`src/rtl/hazard_ctrl.sv`:
```
// Stall, bubble and flush sequencing for the 5-stage pipeline, with a memory-wait timeout.
// Optional HDU_PERF_CNT_EN adds a saturating count of PC-hold cycles on stall_cycles.
module hazard_ctrl #(
  parameter int MEM_TIMEOUT = 255,
  parameter int CNT_W       = 16
) (
  input  logic        clk,
  input  logic        reset,
  input  logic        ID_valid,
  input  logic [4:0]  ID_rA,
  input  logic        ID_rA_used,
  input  logic [4:0]  ID_rB,
  input  logic        ID_rB_used,
  input  logic        ID_is_branch,
  input  logic        ID_br_taken,
  input  logic [4:0]  EX_rD,
  input  logic        EX_wrEn,
  input  logic        EX_memEn,
  input  logic        EX_memwrEn,
  input  logic [4:0]  MEM_rD,
  input  logic        MEM_wrEn,
  input  logic        MEM_memEn,
  input  logic        dmem_ready,
  output logic        PC_hold,
  output logic        IF_ID_hold,
  output logic        IF_ID_flush,
  output logic        ID_EX_bubble,
  output logic        EX_MEM_hold,
  output logic        MEM_WB_bubble,
  output logic [1:0]  hdu_state,
  output logic        mem_timeout,
  output logic [31:0] stall_cycles
);

  typedef enum logic [1:0] {
    RUN      = 2'd0,
    LD_STALL = 2'd1,
    BR_STALL = 2'd2,
    MEM_WAIT = 2'd3
  } state_t;

  localparam logic [CNT_W-1:0] CNT_MAX     = '1;
  localparam logic [CNT_W-1:0] TIMEOUT_VAL = CNT_W'(MEM_TIMEOUT);

  state_t           r_state;
  state_t           w_next_state;
  logic             w_src_a;
  logic             w_src_b;
  logic             w_load_haz;
  logic             w_br_haz;
  logic             w_mem_wait;
  logic             w_br_flush;
  logic [CNT_W-1:0] r_wait_cnt;
  logic [CNT_W-1:0] w_wait_inc;
  logic             r_timeout;

  assign w_src_a    = ID_valid & ID_rA_used;
  assign w_src_b    = ID_valid & ID_rB_used;
  assign w_load_haz = EX_memEn & ~EX_memwrEn & EX_wrEn &
                      ((w_src_a & (EX_rD == ID_rA)) | (w_src_b & (EX_rD == ID_rB)));
  // The branch reads the register file in ID, so any producer still in EX or MEM blocks it.
  assign w_br_haz   = ID_valid & ID_is_branch & ID_rB_used &
                      ((EX_wrEn & (EX_rD == ID_rB)) | (MEM_wrEn & (MEM_rD == ID_rB)));
  assign w_mem_wait = MEM_memEn & ~dmem_ready;
  assign w_br_flush = ID_valid & ID_is_branch & ID_br_taken;

  always_comb begin
    w_next_state  = RUN;
    PC_hold       = 1'b0;
    IF_ID_hold    = 1'b0;
    IF_ID_flush   = 1'b0;
    ID_EX_bubble  = 1'b0;
    EX_MEM_hold   = 1'b0;
    MEM_WB_bubble = 1'b0;
    if (!reset) begin
      if (w_mem_wait) begin
        w_next_state  = MEM_WAIT;
        PC_hold       = 1'b1;
        IF_ID_hold    = 1'b1;
        EX_MEM_hold   = 1'b1;
        MEM_WB_bubble = 1'b1;
      end else if (w_br_haz) begin
        w_next_state = BR_STALL;
        PC_hold      = 1'b1;
        IF_ID_hold   = 1'b1;
        ID_EX_bubble = 1'b1;
      end else if (w_load_haz) begin
        w_next_state = LD_STALL;
        PC_hold      = 1'b1;
        IF_ID_hold   = 1'b1;
        ID_EX_bubble = 1'b1;
      end else if (w_br_flush) begin
        IF_ID_flush = 1'b1;
      end
    end
  end

  always_ff @(posedge clk) begin
    if (reset) begin
      r_state <= RUN;
    end else begin
      r_state <= w_next_state;
    end
  end

  assign w_wait_inc = (r_wait_cnt == CNT_MAX) ? r_wait_cnt : r_wait_cnt + CNT_W'(1);

  always_ff @(posedge clk) begin
    if (reset) begin
      r_wait_cnt <= '0;
      r_timeout  <= 1'b0;
    end else if (w_mem_wait) begin
      r_wait_cnt <= w_wait_inc;
      if (w_wait_inc == TIMEOUT_VAL) begin
        r_timeout <= 1'b1;
      end
    end else begin
      r_wait_cnt <= '0;
    end
  end

  assign hdu_state   = reset ? RUN : r_state;
  assign mem_timeout = r_timeout & ~reset;

`ifdef HDU_PERF_CNT_EN
  logic [31:0] r_stall_cnt;

  always_ff @(posedge clk) begin
    if (reset) begin
      r_stall_cnt <= '0;
    end else if (PC_hold && (r_stall_cnt != 32'hFFFF_FFFF)) begin
      r_stall_cnt <= r_stall_cnt + 32'd1;
    end
  end

  assign stall_cycles = reset ? 32'd0 : r_stall_cnt;
`else
  assign stall_cycles = 32'd0;
`endif

endmodule

```
`config.mk`:
```
export PLATFORM = sky130hd
export DESIGN_NAME = hazard_ctrl
export DESIGN_NICKNAME = d
export VERILOG_FILES = /design/src/rtl/hazard_ctrl.sv
export SDC_FILE = /design/constraint.sdc
export NUM_CORES = 1
export LEC_CHECK = 0
export ABC_AREA = 1
export CAP_MARGIN = 30
export CORE_MARGIN = 2
export CORE_UTILIZATION = 40
export DETAILED_ROUTE_END_ITERATION = 7
export PLACE_DENSITY = 0.88
export SLEW_MARGIN = 40
export SYNTH_ARGS = -nofsm -noshare
export SYNTH_HDL_FRONTEND = slang
export SYNTH_SLANG_ARGS = --single-unit
export TNS_END_PERCENT = 20
```
`constraint.sdc`:
```
create_clock -name clk -period 2.1 [get_ports clk]
set_clock_uncertainty 0.2 [all_clocks]
set_input_delay 0.315 -clock clk [delete_from_list [all_inputs] [get_ports clk]]
set_output_delay 0.315 -clock clk [all_outputs]
set_load 0.02 [all_outputs]
```
### Word level (Yosys, flattened, before mapping)

Cells that the tools add are included.
W data, S select, Z words.

| storage, ports and cells | value |
|---|---|
| register bits after elaboration | 19 |
| output and inout bits | 41 |

| operators by class | value |
|---|---|
| $add $sub $neg | 1 |
| equality and inequality tests | 5 |
| multiplexer cells | 18 |
| bitwise operators | 21 |
| reductions and logical operators | 2 |

Operator list:

| kind | number |
|---|---|
| $add A16 B1 Y16 const B | 1 |
| $eq A16 B16 Y1 const B | 1 |
| $eq A16 B8 Y1 const B | 1 |
| $mux W16 | 1 |
| $and A1 B1 Y1 | 15 |
| $eq A5 B5 Y1 | 3 |
| $mux W1 | 14 |
| $mux W2 | 3 |
| $not A1 Y1 | 4 |
| $or A1 B1 Y1 | 2 |
| $reduce_and A2 Y1 | 1 |
| $reduce_or A2 Y1 | 1 |

### Longest topological paths before layout

| logic depth | value |
|---|---|
| word-level depth | 8 |
| depth in mapped cells | 11 |
| mapped depth without buffers | 11 |

### Worst setup path after synthesis

Ideal clock, no wire load.

| timing | value |
|---|---|
| path type | input to output |
| from | in MEM_memEn |
| to | out PC_hold |
| data arrival time | 1.601 ns |
| required time | 1.585 ns |
| setup slack | -0.016 ns |
| cell stages on the path | 8 |
| path buffers | 2 |
| cells stage by stage | inv_1 nor2_1 inv_1 nor2_2 inv_1 clkbuf_1 nand2_1 buf_4 |

| between the ends | value |
|---|---|
| word-level cells in the longest chain between the ends | 3 |

RTL lines:

| item | RTL line | source |
|---|---|---|
| start, declared | 22 | `input logic MEM_memEn,` |
| $and A1 B1 Y1 | 64 | `assign w_mem_wait = MEM_memEn & ~dmem_ready;` |
| $mux W1 (2 in series) | -- |  |
| end, declared | 24 | `output logic PC_hold,` |

Every way passes these cells.

### Worst setup path after layout

| timing | value |
|---|---|
| from | in ID_rB[4] |
| to | out ID_EX_bubble |

| between the ends | value |
|---|---|
| word-level cells in the longest chain between the ends | 8 |
| elaborated cells on any way between the ends | 13 |

RTL lines:

| item | RTL line | source |
|---|---|---|
| start, declared | 12 | `input logic [4:0] ID_rB,` |
| $eq A5 B5 Y1 | 60, 63 |  |
| $and A1 B1 Y1 | 60 | `((w_src_a & (EX_rD == ID_rA)) \| (w_src_b & (EX_rD == ID_rB)));` |
| $or A1 B1 Y1 | 60 |  |
| $and A1 B1 Y1 | 59 | `assign w_load_haz = EX_memEn & ~EX_memwrEn & EX_wrEn &` |
| $mux W1 | 87 | `end else if (w_load_haz) begin` |
| $mux W1 (*) | 82 | `end else if (w_br_haz) begin` |
| $mux W1 (*) | 76 | `if (w_mem_wait) begin` |
| $mux W1 (*) | 75 | `if (!reset) begin` |
| end, declared | 27 | `output logic ID_EX_bubble,` |

Mark *: on every way between the ends. The rest lies on a longest branch, timed or not.

==> flow_summary_export.csv <==
group,metric,value,unit
critical_path,crit_path_start,"ID_rB[4]",
power_and_ir_drop,cellLeakagePower,1.25,nW
drt,dr_wl_met3,232,µm
critical_path,cpMaxStageDelayCell,"dlygate4sd2_1",
synthesis,synthCells,286,
placed_design,dp.cells,384,
synthesis,synthArstFlopShare,0,
sta,fin_ws,-86.2,ps
finish,drive_gt1_frac,0.146,
global_routing,overflow,0,
drt,drtIter0Drc,104,
drt,dr.pass1.iters,4,
placed_design,detailedPlacementHpwl,3.21,mm
sta,setup_tns,-279,ps
drt,drc,0,
drt,m1WireLength,1.74,mm
critical_path,max_stage_delay,260,ps
finish,nNetsFinal,378,
power_and_ir_drop,pwr_density_cell,364,mW/mm²
floorplanning,dieArea,0.00477,mm²
finish,diodes,0,
clock_tree,path_clk_slew,70,ps
synthesis,syn_avg_cell_area,5.92,µm²
drt,vias,1830,
drt,drt-vias-per-instance,4.66,
min_path,hold_class,"reg -> reg",
critical_path,r2r_end,"r_timeout",
clock_tree,h-tree-depth,1,
sta,setup_violations,5,
synthesis,ys_warn_count,0,
synthesis,synth_area,0.00169,mm²
floorplanning,start_util,0.420,
finish,areaGrowthSynthToFinish,34.0,%
power_and_ir_drop,peakVddDrop,0.187,mV
global_routing,track_usage,0.170,
clock_tree,cts_max_path_buffers,2,
synthesis,synth_edf_count,0,
clock_tree,root_buffer,"clkbuf_8",
critical_path,crit_chain,"dlygate4sd2_1 > xor2_1 > nor2_1 > nand3_1 > o21ai_1 > nand2_1 > nand2_2 > nand2_2 > nor2_2 > buf_6",
sta,fin_crit_sh,1.04,
critical_path,cp_data_required_time,1580,ps
synthesis,synth_ff_type,"dfxtp_1",
critical_path,end_kind,"output pin",
clock_tree,clock_latency,260,ps
critical_path,startpoint_type,"input pin",
min_path,hold_start,"r_wait_cnt[0]",
critical_path,reg2regPathDepth,9,
sta,drv_slew,0,
critical_path,cp.arrival,1670,ps
critical_path,path_max_fanout,2,
clock_tree,clkSinkCount,19,
critical_path,timing.rr.start,"r_wait_cnt[0]",
critical_path,crit_path_frequent_cell,"nand2_2",
synthesis,synth_cell_types,28,
floorplanning,die_height,69.1,µm
clock_tree,cts-buffers-inserted,3,
clock_tree,cts_tree,"done",
global_routing,grt_pass1_vias,1642,
sta,finalHoldViolCount,0,
drt,drt_wl_total,4.27,mm
placed_design,finalWeightedCongestion,0.850,
finish,fillers,382,
placed_design,post-place-ws,-761,ps
run_status,violations,"negative setup slack",
min_path,min_delay_path_depth,2,
finish,utilization,0.564,
floorplanning,die_x,69.1,µm
finish,stdcell_count,393,
min_path,whs_endpoint,"r_wait_cnt[0]",
critical_path,r2r_setup_slack,160,ps
sta,max_freq,457,MHz
global_routing,antenna_found_initial,0,
synthesis,yosysSeqAreaShare,0.225,
global_routing,grt_max_degree,17,
synthesis,ys_ff_latch,19,
placed_design,portBuffers,41,
floorplanning,fp-row-count,23,
drt,wl_per_cell,10.9,µm
clock_tree,ctsHoldBuffers,0,
run_status,outcome,"complete, but fails checks",
floorplanning,fp.coreArea,0.00403,mm²
sta,rsz0062_at_grt,"yes",
drt,routed-wl-met2,2.16,mm
critical_path,critical_path_class,"in -> out",
global_routing,grt_pass1_wl,6.78,mm
sta,min_period,2190,ps
run,cap_violations,0,
drt,dr.max_layer_used,"met4",
drt,ant_nets,0,
floorplanning,ios,74,
registers in the layout, summed over array words and instances (netlist names):
name and cells:
r_wait_cnt 16, r_timeout 1, r_state 2
worst max-delay path: cells and delay by family:
kind / cells / cell delay (ps)
AND/OR/NAND/NOR: 6 / 690
AO/OA/AOI/OAI: 1 / 110
buffers and inverters: 2 / 390
XOR/XNOR: 1 / 170
synth_stat cells, types with 2 or more instances:
cell type / n / share of area
a21oi_1: 8 / 0.024
dfxtp_1: 19 / 0.22
nor3_1: 3 / 0.0089
nand3_1: 21 / 0.062
xor2_1: 7 / 0.036
nor2_2: 4 / 0.015
o21ai_0: 5 / 0.015
a31oi_1: 2 / 0.0074
nand4_1: 9 / 0.033
inv_1: 44 / 0.097
nor2_1: 39 / 0.086
buf_4: 34 / 0.15
nand2_1: 72 / 0.16
nand2_2: 2 / 0.0074
o21bai_1: 4 / 0.018
kinds of logic after synthesis:
| kind of cell | after synthesis | share of synthesized area |
|---|---|---|
| AOI/OAI and AO/OA | 20 | 0.0672 |
| adders and majority gates | 1 | 0.00738 |
| and+or+nand+nor | 155 | 0.395 |
| DFF | 19 | 0.225 |
| buffers and inverters | 82 | 0.262 |
| xor gates and xnor gates | 8 | 0.0414 |
| other | 1 | 0.00221 |
repair_timing:
item / in CTS / in global routing
endpoints found under the hold margin: 0 / 0
resized for setup: 42 / 41
buffers inserted: 5 / 0
cloned: 0 / 0
endpoints found under the setup margin: 9 / 8
pin swaps: 11 / 16
routing by layer:
metal / up-vias / track usage
met5: - / 0
met4: 0 / 0.0871
met3: 11 / 0.0219
met2: 70 / 0.307
met1: 807 / 0.195
li1: 942 / -
worst max-delay path by stage:
| stage | to | slack (ps) | cells after the start |
|---|---|---|---|
| global route | ID_EX_bubble | -160 | 10 |
| floorplan | PC_hold | 110 | 8 |
| global placement | ID_EX_bubble | -710 | 12 |
| finish | ID_EX_bubble | -90 | 10 |
| detailed placement | ID_EX_bubble | -760 | 12 |
| CTS | ID_EX_bubble | -150 | 12 |
power by group:
part           leakage (nW)  internal (mW)  switching [mW]
clock                0.0228          0.135           0.124
combinational          1.07         0.0838           0.119
sequential            0.153          0.363         0.00126
placed cells by master, fill, tap and decap left out, types with 4 or more instances in the layout:
| cell | Yosys | final |
|---|---|---|
| a21oi_1 | 8 | 7 |
| inv_1 | 44 | 39 |
| buf_4 | 34 | 16 |
| nand2_2 | 2 | 6 |
| buf_6 | 1 | 5 |
| dlygate4sd2_1 | 0 | 8 |
| nand2_1 | 72 | 68 |
| clkdlybuf4s15_1 | 0 | 6 |
| conb_1 | 1 | 32 |
| nand3_1 | 21 | 21 |
| o21ai_1 | 0 | 5 |
| dfxtp_1 | 19 | 19 |
| dlymetal6s2s_1 | 0 | 12 |
| nor2_2 | 4 | 6 |
| xor2_1 | 7 | 7 |
| nand4_1 | 9 | 9 |
| inv_2 | 1 | 6 |
| o21bai_1 | 4 | 4 |
| nor2_1 | 39 | 36 |
| clkdlybuf4s50_1 | 0 | 9 |
cell type report:
type                    count  area, µm²  share of cell area
clock buffers               4       45.0              0.0198
repair buffers             59        592               0.261
well taps                  50       62.6              0.0275
inverters                  45        169              0.0744
multi-input cells         216       1020               0.450
flip-flops and latches     19        380               0.167
stage by stage:
step	instance area, µm²	hold slack [ps]	power [mW]
floorplan	1820	184	0.522
global placement	2140	314	0.570
detailed placement	2140	317	0.573
CTS	2190	331	0.821
global route	2270	362	0.865
finish	2270	329	0.826
Note: power is estimated with default switching activity, not from simulation.
